<file path="config.mk">
export PLATFORM = sky130hd
export DESIGN_NAME = cnt_seg7_disp
export DESIGN_NICKNAME = d
export VERILOG_FILES = /design/src/rtl/cnt_disp_pkg.sv /design/src/rtl/seg7_decode.sv /design/src/rtl/cnt_seg7_disp.sv
export SDC_FILE = /design/constraint.sdc
export NUM_CORES = 1
export LEC_CHECK = 0
export CORE_UTILIZATION = 50
export CTS_BUF_LIST = sky130_fd_sc_hd__clkbuf_8
export CTS_CLUSTER_DIAMETER = 200
export DETAILED_ROUTE_END_ITERATION = 8
export PLACE_DENSITY = 0.75
export SLEW_MARGIN = 10
export SYNTH_ARGS = -nofsm -noshare
export SYNTH_HDL_FRONTEND = slang
export SYNTH_SLANG_ARGS = --single-unit
export TNS_END_PERCENT = 100
</file>
<file path="constraint.sdc">
create_clock -name clk -period 3.7 [get_ports clk]
set_clock_uncertainty 0.15 [all_clocks]
set_input_delay 0.37 -clock clk [delete_from_list [all_inputs] [get_ports clk]]
set_output_delay 0.37 -clock clk [all_outputs]
set_load 0.01 [all_outputs]
</file>
<file path="src/rtl/cnt_disp_pkg.sv">
// Shared definitions for the counter display stage.
//   disp_state_e : conversion FSM states (IDLE -> SHIFT -> COMMIT -> IDLE)
//   SEG_*        : active-low glyphs, bit order {g,f,e,d,c,b,a}
//   dd_adjust    : one double-dabble nibble correction step
package cnt_disp_pkg;

  typedef enum logic [1:0] {
    ST_IDLE   = 2'd0,
    ST_SHIFT  = 2'd1,
    ST_COMMIT = 2'd2
  } disp_state_e;

  localparam logic [6:0] SEG_BLANK = 7'h7F;
  localparam logic [6:0] SEG_0     = 7'b1000000;
  localparam logic [6:0] SEG_1     = 7'b1111001;
  localparam logic [6:0] SEG_2     = 7'b0100100;
  localparam logic [6:0] SEG_3     = 7'b0110000;
  localparam logic [6:0] SEG_4     = 7'b0011001;
  localparam logic [6:0] SEG_5     = 7'b0010010;
  localparam logic [6:0] SEG_6     = 7'b0000010;
  localparam logic [6:0] SEG_7     = 7'b1111000;
  localparam logic [6:0] SEG_8     = 7'b0000000;
  localparam logic [6:0] SEG_9     = 7'b0010000;

  // A BCD nibble of 5 or more would exceed 9 after the next doubling, so it
  // is pre-corrected by +3. The add is 4 bits wide; nothing carries out.
  function automatic logic [3:0] dd_adjust(input logic [3:0] i_nib);
    logic [3:0] w_res;
    if (i_nib >= 4'd5) begin
      w_res = i_nib + 4'd3;
    end else begin
      w_res = i_nib;
    end
    return w_res;
  endfunction

endpackage

</file>
<file path="src/rtl/seg7_decode.sv">
// Combinational BCD digit to active-low 7-segment glyph.
//   i_bcd : 4-bit BCD digit
//   o_seg : segments {g,f,e,d,c,b,a}, active-low; codes 10-15 show blank
module seg7_decode
  import cnt_disp_pkg::*;
(
  input  logic [3:0] i_bcd,
  output logic [6:0] o_seg
);

  // Glyph lookup
  always_comb begin
    o_seg = SEG_BLANK;
    case (i_bcd)
      4'd0:    o_seg = SEG_0;
      4'd1:    o_seg = SEG_1;
      4'd2:    o_seg = SEG_2;
      4'd3:    o_seg = SEG_3;
      4'd4:    o_seg = SEG_4;
      4'd5:    o_seg = SEG_5;
      4'd6:    o_seg = SEG_6;
      4'd7:    o_seg = SEG_7;
      4'd8:    o_seg = SEG_8;
      4'd9:    o_seg = SEG_9;
      default: o_seg = SEG_BLANK;
    endcase
  end

endmodule

</file>
<file path="src/rtl/cnt_seg7_disp.sv">
// Display stage behind the up/down counter: samples q, converts it to BCD
// with a sequential double-dabble engine and scans a common-anode display.
//   clk  : system clock (q changes on negedge, sampled here on posedge)
//   rst  : asynchronous active-high reset
//   q    : binary counter value, N bits
//   an   : digit enables, active-low, one digit low at a time
//   seg  : segments {g,f,e,d,c,b,a}, active-low
//   busy : high while a conversion is in flight
module cnt_seg7_disp
  import cnt_disp_pkg::*;
#(
  parameter int N        = 4,
  parameter int DIGITS   = 2,
  parameter int SCAN_DIV = 16
) (
  input  logic              clk,
  input  logic              rst,
  input  logic [N-1:0]      q,
  output logic [DIGITS-1:0] an,
  output logic [6:0]        seg,
  output logic              busy
);

  localparam int BCD_W  = 4 * DIGITS;
  localparam int SH_W   = BCD_W + N;
  localparam int ITER_W = $clog2(N + 1);
  localparam int DIV_W  = (SCAN_DIV > 1) ? $clog2(SCAN_DIV) : 1;
  localparam int IDX_W  = (DIGITS > 1) ? $clog2(DIGITS) : 1;

  if (!(10 ** DIGITS > 2 ** N - 1)) begin : g_bad_digits
    $error("cnt_seg7_disp: DIGITS too small to show every value of q");
  end
  if (SCAN_DIV < 1) begin : g_bad_scan
    $error("cnt_seg7_disp: SCAN_DIV must be at least 1");
  end

  disp_state_e       r_state, w_state_nx;
  logic [SH_W-1:0]   r_shreg, w_shreg_nx, w_adj;
  logic [N-1:0]      r_last_q, w_last_q_nx;
  logic [ITER_W-1:0] r_iter, w_iter_nx;
  logic              r_busy, w_busy_nx;
  logic              r_valid, w_valid_nx;
  logic [BCD_W-1:0]  r_disp, w_disp_nx, w_disp_sel;
  logic [DIV_W-1:0]  r_div;
  logic [IDX_W-1:0]  r_idx;
  logic [DIGITS-1:0] r_an, w_an;
  logic [6:0]        r_seg, w_seg;
  logic [3:0]        w_nib;

  // Double-dabble correction of every BCD nibble before the shift
  always_comb begin
    w_adj = r_shreg;
    for (int d = 0; d < DIGITS; d++) begin
      w_adj[N+4*d +: 4] = dd_adjust(r_shreg[N+4*d +: 4]);
    end
  end

  // FSM next-state and conversion datapath
  always_comb begin
    w_state_nx  = r_state;
    w_shreg_nx  = r_shreg;
    w_last_q_nx = r_last_q;
    w_iter_nx   = r_iter;
    w_busy_nx   = r_busy;
    w_valid_nx  = r_valid;
    w_disp_nx   = r_disp;
    case (r_state)
      ST_IDLE: begin
        // valid=0 after reset forces a conversion even if q equals last_q
        if (!r_valid || (q != r_last_q)) begin
          w_shreg_nx  = {{BCD_W{1'b0}}, q};
          w_last_q_nx = q;
          w_iter_nx   = {ITER_W{1'b0}};
          w_busy_nx   = 1'b1;
          w_state_nx  = ST_SHIFT;
        end else begin
          w_state_nx  = ST_IDLE;
        end
      end
      ST_SHIFT: begin
        w_shreg_nx = {w_adj[SH_W-2:0], 1'b0};
        w_iter_nx  = r_iter + ITER_W'(1);
        if (r_iter == ITER_W'(N - 1)) begin
          w_state_nx = ST_COMMIT;
        end else begin
          w_state_nx = ST_SHIFT;
        end
      end
      ST_COMMIT: begin
        // Only a completed conversion ever reaches the display register
        w_disp_nx  = r_shreg[SH_W-1 -: BCD_W];
        w_valid_nx = 1'b1;
        w_busy_nx  = 1'b0;
        w_state_nx = ST_IDLE;
      end
      default: begin
        w_busy_nx  = 1'b0;
        w_state_nx = ST_IDLE;
      end
    endcase
  end

  // FSM and conversion registers
  always_ff @(posedge clk or posedge rst) begin
    if (rst) begin
      r_state  <= ST_IDLE;
      r_shreg  <= {SH_W{1'b0}};
      r_last_q <= {N{1'b0}};
      r_iter   <= {ITER_W{1'b0}};
      r_busy   <= 1'b0;
      r_valid  <= 1'b0;
      r_disp   <= {BCD_W{1'b0}};
    end else begin
      r_state  <= w_state_nx;
      r_shreg  <= w_shreg_nx;
      r_last_q <= w_last_q_nx;
      r_iter   <= w_iter_nx;
      r_busy   <= w_busy_nx;
      r_valid  <= w_valid_nx;
      r_disp   <= w_disp_nx;
    end
  end

  // Scan selection: nibble idx of the display register and its anode
  always_comb begin
    w_disp_sel = r_disp >> {r_idx, 2'b00};
    w_nib      = w_disp_sel[3:0];
    w_an       = ~(DIGITS'(1) << r_idx);
  end

  seg7_decode u_dec (
    .i_bcd (w_nib),
    .o_seg (w_seg)
  );

  // Free-running scan divider/index and registered display pins
  always_ff @(posedge clk or posedge rst) begin
    if (rst) begin
      r_div <= {DIV_W{1'b0}};
      r_idx <= {IDX_W{1'b0}};
      r_an  <= {DIGITS{1'b1}};
      r_seg <= SEG_BLANK;
    end else begin
      r_an  <= w_an;
      r_seg <= w_seg;
      if (r_div == DIV_W'(SCAN_DIV - 1)) begin
        r_div <= {DIV_W{1'b0}};
        if (r_idx == IDX_W'(DIGITS - 1)) begin
          r_idx <= {IDX_W{1'b0}};
        end else begin
          r_idx <= r_idx + IDX_W'(1);
        end
      end else begin
        r_div <= r_div + DIV_W'(1);
      end
    end
  end

  assign an   = r_an;
  assign seg  = r_seg;
  assign busy = r_busy;

endmodule

</file>
==> results of run 1 <==
## critical path, stage by stage (launching register included)
cell and delay, ns:
dfrtp_1 0.56, mux2i_1 0.52, inv_1 0.17, ha_1 0.21, mux2_2 0.26, a21oi_1 0.14
## kinds of logic after synthesis
logic type | after synthesis | synth area share, %
flip-flops | 45 | 51.4
multiplexers | 17 | 8.43
XOR/XNOR | 9 | 4.92
adder cells (fa/ha/maj) | 13 | 7.36
AO/OA/AOI/OAI | 44 | 13.6
buffers and inverters | 20 | 4.92
AND/OR/NAND/NOR | 38 | 9.28
## layer usage
| metal | GRT usage, % | part of all wire (%) | wire, um | vias up |
|---|---|---|---|---|
| li1 | - | - | - | 672 |
| met1 | 27.3 | 47 | 1760 | 674 |
| met2 | 28.2 | 48 | 1760 | 27 |
| met4 | 7.81 | 1.7 | 63 | 0 |
| met5 | 0 | 0 | 0 | - |
| met3 | 3.95 | 3.3 | 121 | 8 |
## synth_stat cells (all sizes together) (2+ instances only)
master	count
and2	2
xor2	3
inv	14
a21oi	13
mux2i	7
buf	4
mux2	10
a22o	8
a221o	3
ha	13
nor2	6
o21ai	14
nand3b	2
dfstp	9
nand2b	6
dfrtp	36
clkbuf	2
xnor2	6
nand3	2
o211ai	2
nand2	15
## per-stage QoR
stage	worst slack (ns)	util, %
final	1.62	59.7
after global routing	1.44	59.7
after CTS	1.60	59.7
after detailed placement	1.42	57.7
after global placement	1.46	57.7
after floorplan	1.95	-
## how the worst min path moves through the flow
stage,end,depth (start not counted),slack (ns),from
2_1_floorplan,an[0]$_DFF_PP1_,0,0.23,r_idx$_DFFE_PP0N_
3_3_place_gp,r_div[0]$_DFF_PP0_,1,0.31,r_div[0]$_DFF_PP0_
3_5_place_dp,r_disp[1]$_DFFE_PP0N_,2,0.33,r_disp[1]$_DFFE_PP0N_
4_1_cts,busy$_DFFE_PP0P_,2,0.21,rst
5_1_grt,r_shreg[0]$_DFFE_PP0P_,2,0.27,rst
6_report,busy$_DFFE_PP0P_,2,0.19,rst
## where the power goes
part	switching, W	internal [W]
clock	0.000157	0.000126
combinational	0.000384	0.000398
sequential	0.000142	0.000686
## registers in the layout, summed over array words and instances (netlist names)
signal	count
r_shreg	12
r_div	4
r_state	2
seg	7
r_disp	8
r_last_q	4
busy	1
an	2
r_valid	1
r_iter	3
r_idx	1
## cell usage in the layout, fill, tap and decap left out, types with 2 or more instances in the layout
cell type / count
o211ai_1: 2
mux2_2: 10
xnor2_2: 3
nor2_1: 6
o21ai_0: 14
nand2b_1: 6
xor2_1: 2
a22o_2: 2
mux2i_1: 6
nand3b_1: 2
nand2_1: 15
ha_1: 13
xnor2_1: 3
dfrtp_1: 36
clkbuf_8: 5
a221o_2: 3
nand3_1: 2
inv_1: 16
clkdlybuf4s50_1: 15
dfstp_2: 9
a21oi_1: 13
a22o_1: 6
## cell type report
class	count	area, um^2	area share, %
multi-input cells	121	965	39.3
repair buffers	16	158	6.42
well taps	50	62.6	2.55
clock buffers	5	68.8	2.80
clock inverters	3	11.3	0.459
flip-flops and latches	45	1140	46.3
inverters	14	52.6	2.14
==> metrics, run 1 <==
status=complete, no violations; All-Layer GR Usage=a little under a fifth; Final Net Count=approximately 220; CTS max path bufs=2; max_cap viols=0; CP startpoint kind=flip-flop; CP Capture Point=seg[4]$_DFF_PP1_; CTS tree=done; Worst Path Required=3.77 ns; wire length per cell=~15 um; relative slew slack=56.0%; hold_ws=around 0.19 ns; Synth async-reset ratio=between 90% and 100%; GRT overflow=0; via total after detailed routing=between 1000 and 1500; DIE AREA=about 4700 um^2; post-synth top area share=40.7%; CP endpoint kind=flip-flop; Distinct cells, synth=37; total core area=~4100 um^2; Root Driver=clkbuf_8; yosys warns=0; Lkg Pwr=~1.1 nW; HP Class=in2async; dominant synthesized flop cell=dfrtp_1; endpoints failing setup=0; PostCTS Resize Cnt=0; antenna diode count=0; initial antenna violation count=0; first-pass GRT wire length=between 6 and 7 mm; TritonCTS Sinks=45; Inserted Clock Buffers=5; worst-path fanout max=7; crit share post-route=56.2%; largest net degree at the start of global routing=32; routability cong.=just over 0.8; placed cell count=246; fillers=~320; fmax=0.481 GHz; Final Instance Area=approximately 2500 um^2; drt drc=0; worst-margin pin slew=0.641 ns; RSZ-0062 raised after global routing=no; WP data arrival=around 2.2 ns; Slew Limit Fails=0; reg2reg setup slack=1.62 ns; number of global-route vias before repair=roughly 1300; Post-synth EDFFs=0; syn avg cell area=approximately 12 um^2; # port buffers=15; Post-Synthesis Net Count=between 200 and 250; Area Growth Syn to Fin=11.0%; starting density of the core=about 54%; Post-Syn Area=approximately 2200 um^2; htree depth=2; Hold Vio Cnt, Final=0; postcts setup bufs=0; share of post-route cells with drive strength above 1=a little under 20%; synth top area cells=dfrtp_1 (41%), dfstp_2 (11%), ha_1 (7.4%), mux2_2 (5.1%), o21ai_0 (3.2%); clk slew on worst S/H paths=about 0.080 ns; Period minus WS final=a little over 2 ns; post-route setup TNS=0 ns; half-perimeter wire length after placement=roughly 2.8 mm; placed inst area=between 2000 and 2500 um^2; CP Class=reg2reg; Gate Count Post-Synth=about 190; Die W=a little under 70 um; post-DR vias/cell=approximately 5.4; router iterations before antenna repair=4; Yosys reg bits=45; Skew-Pair Late Insertion Delay=roughly 0.29 ns; hold_buf cts=0; cell area power density=between 700 and 800 nW/um^2; fin cells=approximately 250; Seq/Total Area, Yosys=between 50% and 60%; Die H=68.5 um; row count=23; Final Power=about 0.0019 W; FF-to-FF End=seg[4]$_DFF_PP1_; cell taking the most area after synthesis=dfrtp_1; FF-to-FF Start=r_idx$_DFFE_PP0N_; worst vdd ir=approximately 0.37 mV; Post-DRT Antenna Nets=0; I/O pin count=16; DRT iter0 DRCs=156; Worst Setup SP=r_idx$_DFFE_PP0N_; routed wire length=about 3.7 mm; reg2reg path depth=5
No activity file was read; power rests on OpenSTA's default activity.
==> run 2: changes to the inputs <==
Settings changed: PLACE_DENSITY 0.75 to 0.77.
Clock period 3.7 ns to 1.8 ns, I/O delays scaled along.
==> run 2 against run 1 <==
Compared with the run above: clock power increased to 2.7 times the previous value; sequential cell count unchanged; sequential share of layout area decreased by 2.6 points; register-to-register slack got worse by 1.5 ns; core utilization increased by 3.6 points; hold slack got worse by 0.13 ns; combinational power increased by 130%; first-iteration DRC count decreased by 62%; non-clock buffer count increased by 14; highest routed layer unchanged.
==> metrics, run 2 (synthesis results as in run 1) <==
max_cap viols=0; DIE AREA=about 4700 um^2; worst setup margin=between 0.09 and 0.1 ns; clk slew on worst S/H paths=0.08 ns; row count=23; CTS tree=done; antenna diode count=0; via total after detailed routing=1477; I/O pin count=16; post-DR vias/cell=about 5.5; All-Layer GR Usage=20.0%; Inserted Clock Buffers=5; Lkg Pwr=1.22 nW; wire length per cell=14.9 um; GRT overflow=0; most common cell after layout, fill and taps aside=dfrtp_1; Worst Path Required=between 1.5 and 2 ns; Area Growth Syn to Fin=17.8%; worst vdd ir=~0.96 mV; DRT iter0 DRCs=59; max FFs per register=12; Hold Vio Cnt, Final=0; worst slack, placed=-0.132 ns; total core area=4120 um^2; HP Class=in2async; post-route setup TNS=0 ns; endpoints failing setup=0; crit share post-route=94.9%; worst-margin pin slew=roughly 0.40 ns; commonest cells after routing, fill and taps aside=dfrtp_1 (35), inv_1 (15), nand2_1 (15), clkdlybuf4s50_1 (15), buf_4 (15); postcts setup bufs=0; CP Class=reg2reg; Die W=68.5 um; worst-path fanout max=5; # port buffers=15; fmax=0.585 GHz; CP endpoint kind=flip-flop; Post-DRT Antenna Nets=0; drt drc=0; Final Net Count=236; hold_buf cts=0; TritonCTS Sinks=45; share of post-route cells with drive strength above 1=between 20 and 30%; first-pass GRT wire length=between 6 and 7 mm; routed wire length=approximately 4.0 mm; status=complete, no violations; Die H=roughly 68 um; Skew-Pair Late Insertion Delay=0.29 ns; relative slew slack=73.5%; RSZ-0062 raised after global routing=no; router iterations before antenna repair=4; Final Power=approximately 0.0042 W; starting density of the core=between 50% and 60%; routability cong.=~0.86; Root Driver=clkbuf_8; Largest Register=r_shreg; Slew Limit Fails=0; WP data arrival=1.77 ns; hold_ws=approximately 0.067 ns; initial antenna violation count=0; Period minus WS final=1.71 ns; CTS max path bufs=2; htree depth=2; cell area power density=1630 nW/um^2; largest net degree at the start of global routing=28; number of global-route vias before repair=1565; fillers=roughly 340; half-perimeter wire length after placement=between 3 and 4 mm; CP startpoint kind=flip-flop
run 2: final cells by class:
type	count	area, um^2	share of cell area, %
tap	50	62.6	2.40
clock buffer	6	82.6	3.17
sequential	45	1140	43.7
timing repair buffer	30	263	10.1
multi-input combinational	121	971	37.3
clock inverter	2	33.8	1.30
inverter	14	52.6	2.02
run 2: what timing repair did:
action | CTS | global route
gates resized for setup | 0 | 3
endpoints found under the setup margin | 0 | 6
hold endpoints to repair | 0 | 0
run 2: power by group:
group          total [W]  internal [W]  switching (W)
sequential       0.00170       0.00141       0.000292
clock           0.000762      0.000447       0.000316
combinational    0.00177      0.000913       0.000859
run 2: per-layer routing:
layer	vias to the layer above	track usage (%)	share of wire, %
met5	-	0	0
met3	6	5.26	2.6
met4	0	6.77	0.90
met2	23	38.6	56
met1	747	20.5	41
li1	701	-	-
run 2: through the flow:
step / cell area (um^2) / utilization (%) / std cells
5_1_grt: 2600 / 63.3 / 268
2_1_floorplan: 2210 / - / 186
6_report: 2600 / 63.3 / 268
4_1_cts: 2600 / 63.1 / 268
3_5_place_dp: 2480 / 60.3 / 260
3_3_place_gp: 2480 / 60.3 / 260
run 2: critical path, stage by stage (launching register included):
cell	delay, ns
dfrtp_2	0.44
mux2i_1	0.34
inv_1	0.12
ha_1	0.22
nand2b_1	0.16
o21ai_0	0.09
a21oi_1	0.10
run 2: final timing paths:
path,slack (ns),end,startpoint,depth (start not counted)
max in group asynchronous,1.13,r_valid$_DFFE_PP0N_,rst,3
min in group clk,0.35,r_disp[5]$_DFFE_PP0N_,r_disp[5]$_DFFE_PP0N_,2
worst min-delay path,0.07,r_disp[4]$_DFFE_PP0N_,rst,3
worst max-delay path,0.09,seg[0]$_DFF_PP1_,r_idx$_DFFE_PP0N_,6
worst min register to register,0.35,r_disp[5]$_DFFE_PP0N_,r_disp[5]$_DFFE_PP0N_,2
worst max register to register,0.09,seg[0]$_DFF_PP1_,r_idx$_DFFE_PP0N_,6
==> run 3: changes to the inputs <==
Settings changed: SKIP_CTS_REPAIR_TIMING from default to 1.
==> results of run 3 <==
The final DEF is identical to that of run 2; final timing and power are the same.
